`src/rtl/shared_iter_unit_arbiter.sv`:
```
`default_nettype none
// =============================================================================
// Module : shared_iter_unit_arbiter
// Round-robin owner of one shared iterative div/sqrt unit (port 0 int, port 1 FP)
// Rev    : 1.0
// =============================================================================
module shared_iter_unit_arbiter #(
   parameter int DATA_WIDTH = 64,
   parameter int CMD_WIDTH  = 4,
   parameter int MAX_CYCLES = 64,
   parameter int CNT_WIDTH  = 7
) (
   input  logic                  clk,
   input  logic                  rst,
   input  logic                  flush,
   input  logic [1:0]            req_valid,
   input  logic [CMD_WIDTH-1:0]  req_cmd0,
   input  logic [CMD_WIDTH-1:0]  req_cmd1,
   input  logic [DATA_WIDTH-1:0] req_src1_0,
   input  logic [DATA_WIDTH-1:0] req_src2_0,
   input  logic [DATA_WIDTH-1:0] req_src1_1,
   input  logic [DATA_WIDTH-1:0] req_src2_1,
   output logic [1:0]            req_ready,
   output logic [1:0]            resp_valid,
   output logic [DATA_WIDTH-1:0] resp_data,
   input  logic [1:0]            resp_ready,
   output logic                  unit_start,
   output logic [CMD_WIDTH-1:0]  unit_cmd,
   output logic [DATA_WIDTH-1:0] unit_src1,
   output logic [DATA_WIDTH-1:0] unit_src2,
   output logic                  unit_flush,
   input  logic                  unit_done,
   input  logic [DATA_WIDTH-1:0] unit_result,
   output logic                  busy,
   output logic                  timeout
);

   typedef enum logic [1:0] {
      IDLE  = 2'd0,
      START = 2'd1,
      BUSY  = 2'd2,
      HOLD  = 2'd3
   } state_t;

   localparam logic [CNT_WIDTH-1:0] c_cntLast = CNT_WIDTH'(MAX_CYCLES - 1);
   localparam logic [CNT_WIDTH-1:0] c_cntSat  = {CNT_WIDTH{1'b1}};

   state_t                r_state;
   state_t                w_stateNext;
   logic                  r_rrPtr;
   logic                  r_owner;
   logic [CNT_WIDTH-1:0]  r_cnt;
   logic                  r_timeout;
   logic                  r_unitFlush;
   logic [CMD_WIDTH-1:0]  r_unitCmd;
   logic [DATA_WIDTH-1:0] r_unitSrc1;
   logic [DATA_WIDTH-1:0] r_unitSrc2;
   logic [DATA_WIDTH-1:0] r_respData;

   logic w_grant;
   logic w_grantPort;
   logic w_killUnit;
   logic w_setTimeout;
   logic w_latchResult;
   logic w_release;

   // The round-robin favourite wins only when it is actually requesting.
   assign w_grantPort = req_valid[r_rrPtr] ? r_rrPtr : ~r_rrPtr;

   always_comb begin
      w_stateNext   = r_state;
      w_grant       = 1'b0;
      w_killUnit    = 1'b0;
      w_setTimeout  = 1'b0;
      w_latchResult = 1'b0;
      w_release     = 1'b0;
      case (r_state)
         IDLE: begin
            if (!flush && (req_valid != 2'b00)) begin
               w_grant     = 1'b1;
               w_stateNext = START;
            end
         end
         START: begin
            w_stateNext = flush ? IDLE : BUSY;
         end
         BUSY: begin
            if (flush) begin
               w_killUnit  = 1'b1;
               w_stateNext = IDLE;
            end else if (unit_done) begin
               w_latchResult = 1'b1;
               w_stateNext   = HOLD;
            end else if (r_cnt == c_cntLast) begin
               w_setTimeout = 1'b1;
               w_killUnit   = 1'b1;
               w_stateNext  = IDLE;
            end
         end
         HOLD: begin
            if (flush) begin
               w_stateNext = IDLE;
            end else if (resp_ready[r_owner]) begin
               w_release   = 1'b1;
               w_stateNext = IDLE;
            end
         end
         default: w_stateNext = IDLE;
      endcase
   end

   always_ff @(posedge clk or negedge rst) begin
      if (!rst) begin
         r_state     <= IDLE;
         r_rrPtr     <= 1'b0;
         r_owner     <= 1'b0;
         r_cnt       <= '0;
         r_timeout   <= 1'b0;
         r_unitFlush <= 1'b0;
         r_unitCmd   <= '0;
         r_unitSrc1  <= '0;
         r_unitSrc2  <= '0;
         r_respData  <= '0;
      end else begin
         r_state     <= w_stateNext;
         r_unitFlush <= w_killUnit;
         if (w_grant) begin
            r_owner    <= w_grantPort;
            r_unitCmd  <= w_grantPort ? req_cmd1   : req_cmd0;
            r_unitSrc1 <= w_grantPort ? req_src1_1 : req_src1_0;
            r_unitSrc2 <= w_grantPort ? req_src2_1 : req_src2_0;
         end
         if (r_state == START) begin
            r_cnt <= '0;
         end else if ((r_state == BUSY) && (r_cnt != c_cntSat)) begin
            r_cnt <= r_cnt + 1'b1;
         end
         if (w_latchResult) begin
            r_respData <= unit_result;
         end
         if (w_setTimeout) begin
            r_timeout <= 1'b1;
         end
         if (w_release) begin
            r_rrPtr <= ~r_owner;
         end
      end
   end

   assign req_ready  = {w_grant & w_grantPort, w_grant & ~w_grantPort};
   assign resp_valid = {(r_state == HOLD) & r_owner, (r_state == HOLD) & ~r_owner};
   assign resp_data  = r_respData;
   // A flush arriving in START must stop the pulse in the same cycle.
   assign unit_start = (r_state == START) & ~flush;
   assign unit_cmd   = r_unitCmd;
   assign unit_src1  = r_unitSrc1;
   assign unit_src2  = r_unitSrc2;
   assign unit_flush = r_unitFlush;
   assign busy       = (r_state != IDLE);
   assign timeout    = r_timeout;

endmodule
`default_nettype wire

```
`config.mk`:
```
export PLATFORM = sky130hd
export DESIGN_NAME = shared_iter_unit_arbiter
export DESIGN_NICKNAME = d
export VERILOG_FILES = /design/src/rtl/shared_iter_unit_arbiter.sv
export SDC_FILE = /design/constraint.sdc
export NUM_CORES = 1
export LEC_CHECK = 0
export CORE_AREA = 4 4 207 209
export CTS_CLUSTER_SIZE = 10
export DETAILED_ROUTE_END_ITERATION = 16
export DIE_AREA = 0 0 211 213
export PLACE_DENSITY = 0.61
export SLEW_MARGIN = 20
export SYNTH_ARGS = -nofsm -noshare
export SYNTH_HDL_FRONTEND = slang
export SYNTH_SLANG_ARGS = --single-unit
```
`constraint.sdc`:
```
create_clock -name clk -period 2 [get_ports clk]
set_input_delay 0.4 -clock clk [delete_from_list [all_inputs] [get_ports clk]]
set_output_delay 0.4 -clock clk [all_outputs]
set_load 0.02 [all_outputs]
```
==> Flow_metrics.wiki <==
{| class="wikitable"
! Metric !! Value
|-
| Layout cells sized above 1 || 13.99%
|-
| Number of hold violations in the final report || 0
|-
| Distinct cell type count of the synthesized netlist || 44
|-
| Floorplan Core Area || 0.04083 mm^2
|-
| Async SR Flop Fraction || 100.0%
|-
| Top fanout value on the critical path || 2
|-
| Post-synth EDFFs || 0
|-
| Number of nets still failing antenna checks after routing || 0
|-
| Share of the yosys chip area belonging to registers || 57.79%
|-
| Die Footprint || ~0.045 mm^2
|-
| Initial standard-cell utilization of the core || 22.16%
|-
| Highest-count cells in the layout ignoring fill and taps || 518 x sky130_fd_sc_hd__clkdlybuf4s50_1, 208 x sky130_fd_sc_hd__dfrtp_1, 132 x sky130_fd_sc_hd__a21boi_0, 132 x sky130_fd_sc_hd__a221o_1, 64 x sky130_fd_sc_hd__mux2_2
|-
| Buffer cell driving the clock tree root || sky130_fd_sc_hd__clkbuf_16
|-
| Combined area of all synthesized cells || 0.009050 mm^2
|-
| Cell area after layout || 0.01627 mm^2
|-
| Most frequent standard cell in the layout excluding fill and tap cells || sky130_fd_sc_hd__clkdlybuf4s50_1
|-
| Largest area contributor in the synthesized netlist || sky130_fd_sc_hd__dfrtp_1
|-
| Power density over cell area || 1218 mW/mm^2
|-
| Number of global-route vias before repair || 9042
|-
| H-tree levels || 1
|-
| Io pins || 540
|-
| Number of instances in the synthesized netlist || 674
|-
| Clock-pin slew reported for the worst setup and hold paths after clock tree synthesis || 0.06 ns
|-
| Fraction of post-synthesis cell area in the top cell type by area || 57.79%
|-
| Count of max-cap constraint violations || 0
|-
| DRC marker count from the first detailed-route iteration || 477
|-
| Slew at the pin closest to its max-slew limit || approximately 0.42 ns
|-
| Worst Path Buf+Inv || 1
|-
| Ys Warns || 0
|-
| Initial antenna violation count || 3
|-
| Gate family responsible for the most delay along the worst path || buffers and inverters
|-
| Maximum number of pins on one net before global-route repair || 49
|-
| Global router's overall resource usage || 15.73%
|-
| Via count of the routed design || 8416
|-
| Num CTS Buffers || 26
|-
| Critical Path Max Stage Delay || 0.63 ns
|-
| Overall Power || 19.81 mW
|-
| Total grt overflow || 0
|-
| Pins Over Slew Limit || 0
|-
| Y dimension of the die || between 200 and 250 um
|-
| Post-synthesis average cell area || 13.43 um^2
|-
| Data arrival at the endpoint of the critical path || 1.55 ns
|-
| Number of buffers inserted by port buffering || 539
|-
| Worst Clk Skew || 0.02059 ns
|-
| Most used flip-flop cell after synthesis || sky130_fd_sc_hd__dfrtp_1
|-
| Global-route wire length before repair || 55.37 mm
|-
| DRC errors left || 0
|-
| Endpoint class of the critical path || output pin
|-
| Sort of element at the start of the critical path || register
|-
| Area delta synth->final || 79.76%
|-
| Fin nets || 1569
|-
| # setup viols final || 0
|-
| Flops & latches, synth || 209
|-
| Clock period minus worst slack || 1.952 ns
|-
| Maximum vdd ir drop || 593.3 uV
|-
| Clock sink count || 209
|-
| Row count || 74
|-
| Post-DR wirelength/cell || 21.33 um
|-
| Cells traversed along the worst timing path || clkdlybuf4s50_1
|-
| Clock tree from TritonCTS || yes
|-
| Status || complete, no violations
|-
| RSZ-0062 raised after global routing || true
|-
| First-pass detailed-route iteration total || 4
|-
| Top area cells in the synthesized netlist || sky130_fd_sc_hd__dfrtp_1 58%, sky130_fd_sc_hd__a221o_1 15%, sky130_fd_sc_hd__a21boi_0 11%
|-
| Post-synthesis net count || 1011
|-
| Routed via count divided by cell count || 4.736
|-
| Kind of critical path || register to output pin
|-
| Final clock period utilization by the worst path || a little over nine tenths
|-
| WP data required || 1.60 ns
|-
| Worst Hold Slack || 0.3418 ns
|-
| Slowest stage cell on the critical path || sky130_fd_sc_hd__clkdlybuf4s50_1
|-
| Weighted congestion at the end of routability-driven global placement || 0.7898
|-
| Leakage power total || 6.678 nW
|-
| HPWL after detailed placement || 28.71 mm
|-
| Die X || 211 um
|-
| Number of buffers on the longest clock path || 3
|-
| HP Class || input port to async pin
|-
| Top achievable clock speed || 0.5122 GHz
|-
| Total wirelength of the detailed-routed design || roughly 38 mm
|-
| DP Area || 0.01545 mm^2
|-
| Tightest slew margin relative to the limit || between 70 and 80%
|-
| Worst-skew pair later-pin latency || ~0.54 ns
|}
## cells in the mapped netlist, drive strengths merged (2+ instances only)
cell type / instances
dfrtp: 209
a21boi: 132
a221o: 132
mux2: 64
buf: 42
clkbuf: 27
nand2: 8
and3: 6
nor2: 5
o21ai: 5
inv: 4
a21oi: 3
a41oi: 3
nor2b: 3
a31oi: 2
mux2i: 2
nand2b: 2
nand3: 2
o21a: 2
## metal layers
layer | track usage [%] | vias to the layer above | wire [um]
met5 | 0 | - | 11
met1 | 18.82 | 4146 | 14710
met3 | 5.745 | 62 | 3698
met4 | 4.740 | 2 | 1183
li1 | - | 3774 | -
met2 | 26.61 | 432 | 18310
## cell type report
cell class              count  area [um^2]
clock inverters             1        5.005
fillers                  3925        24560
inverters                   4        15.01
multi-input cells         392         3486
repair buffers            599         6082
well taps                 532        665.6
diodes                      1        2.502
clock buffers              39        780.7
flip-flops and latches    209         5231
## logic make-up (layout without fill, tap and decap cells)
kind of cell    Yosys count  in the layout  share of synthesized area (%)
flops                   209            209                          57.79
simple gates             34             34                          2.046
compound gates          291            291                          27.69
other cells               0              1                              0
buf+inv                  73            643                          4.148
mux                      66             66                          8.185
fa+ha+maj                 1              1                         0.1382
## registers in the layout, indices dropped and copies added (netlist names)
name	cells
unit_src1	64
r_owner	1
timeout	1
unit_cmd	4
resp_data	64
r_rrPtr	1
r_cnt	7
r_state	2
unit_src2	64
unit_flush	1
## power by group
part | switching (mW) | internal, mW
sequential | 0.844 | 5.77
combinational | 4.09 | 4.69
clock | 1.78 | 2.64
## path summary, 6_finish.rpt
path                                 from       endpoint  slack [ns]  cells past startpoint
max                          unit_src2[3]   unit_src2[3]        0.05                      1
min                                   rst  unit_src1[35]        0.34                      2
max reg2reg                    r_state[0]  resp_data[24]        0.20                      5
min reg2reg                       timeout        timeout        0.49                      1
max in group asynchronous             rst  resp_data[47]        1.04                      3
min in group clk           req_src1_1[30]  unit_src1[30]        0.47                      2
## repair_timing
action,4_1_cts,5_1_grt
gates resized for setup,34,10
setup endpoints to repair,16,7
hold endpoints to repair,27,0
cloned,0,0
hold buffers,1,0
setup buffers,0,1
## per-stage QoR
step | setup slack, ns | std cells | setup TNS [ns] | util, %
global placement | -0.3275 | 1734 | -23.87 | 37.84
global route | -0.02686 | 1777 | -0.06826 | 39.84
finish | 0.04768 | 1777 | 0 | 39.84
CTS | -0.01901 | 1775 | -0.02201 | 39.77
detailed placement | -0.3192 | 1734 | -22.61 | 37.84
floorplan | 0.4029 | 674 | 0 | -
No activity file was read; power rests on OpenSTA's default activity.
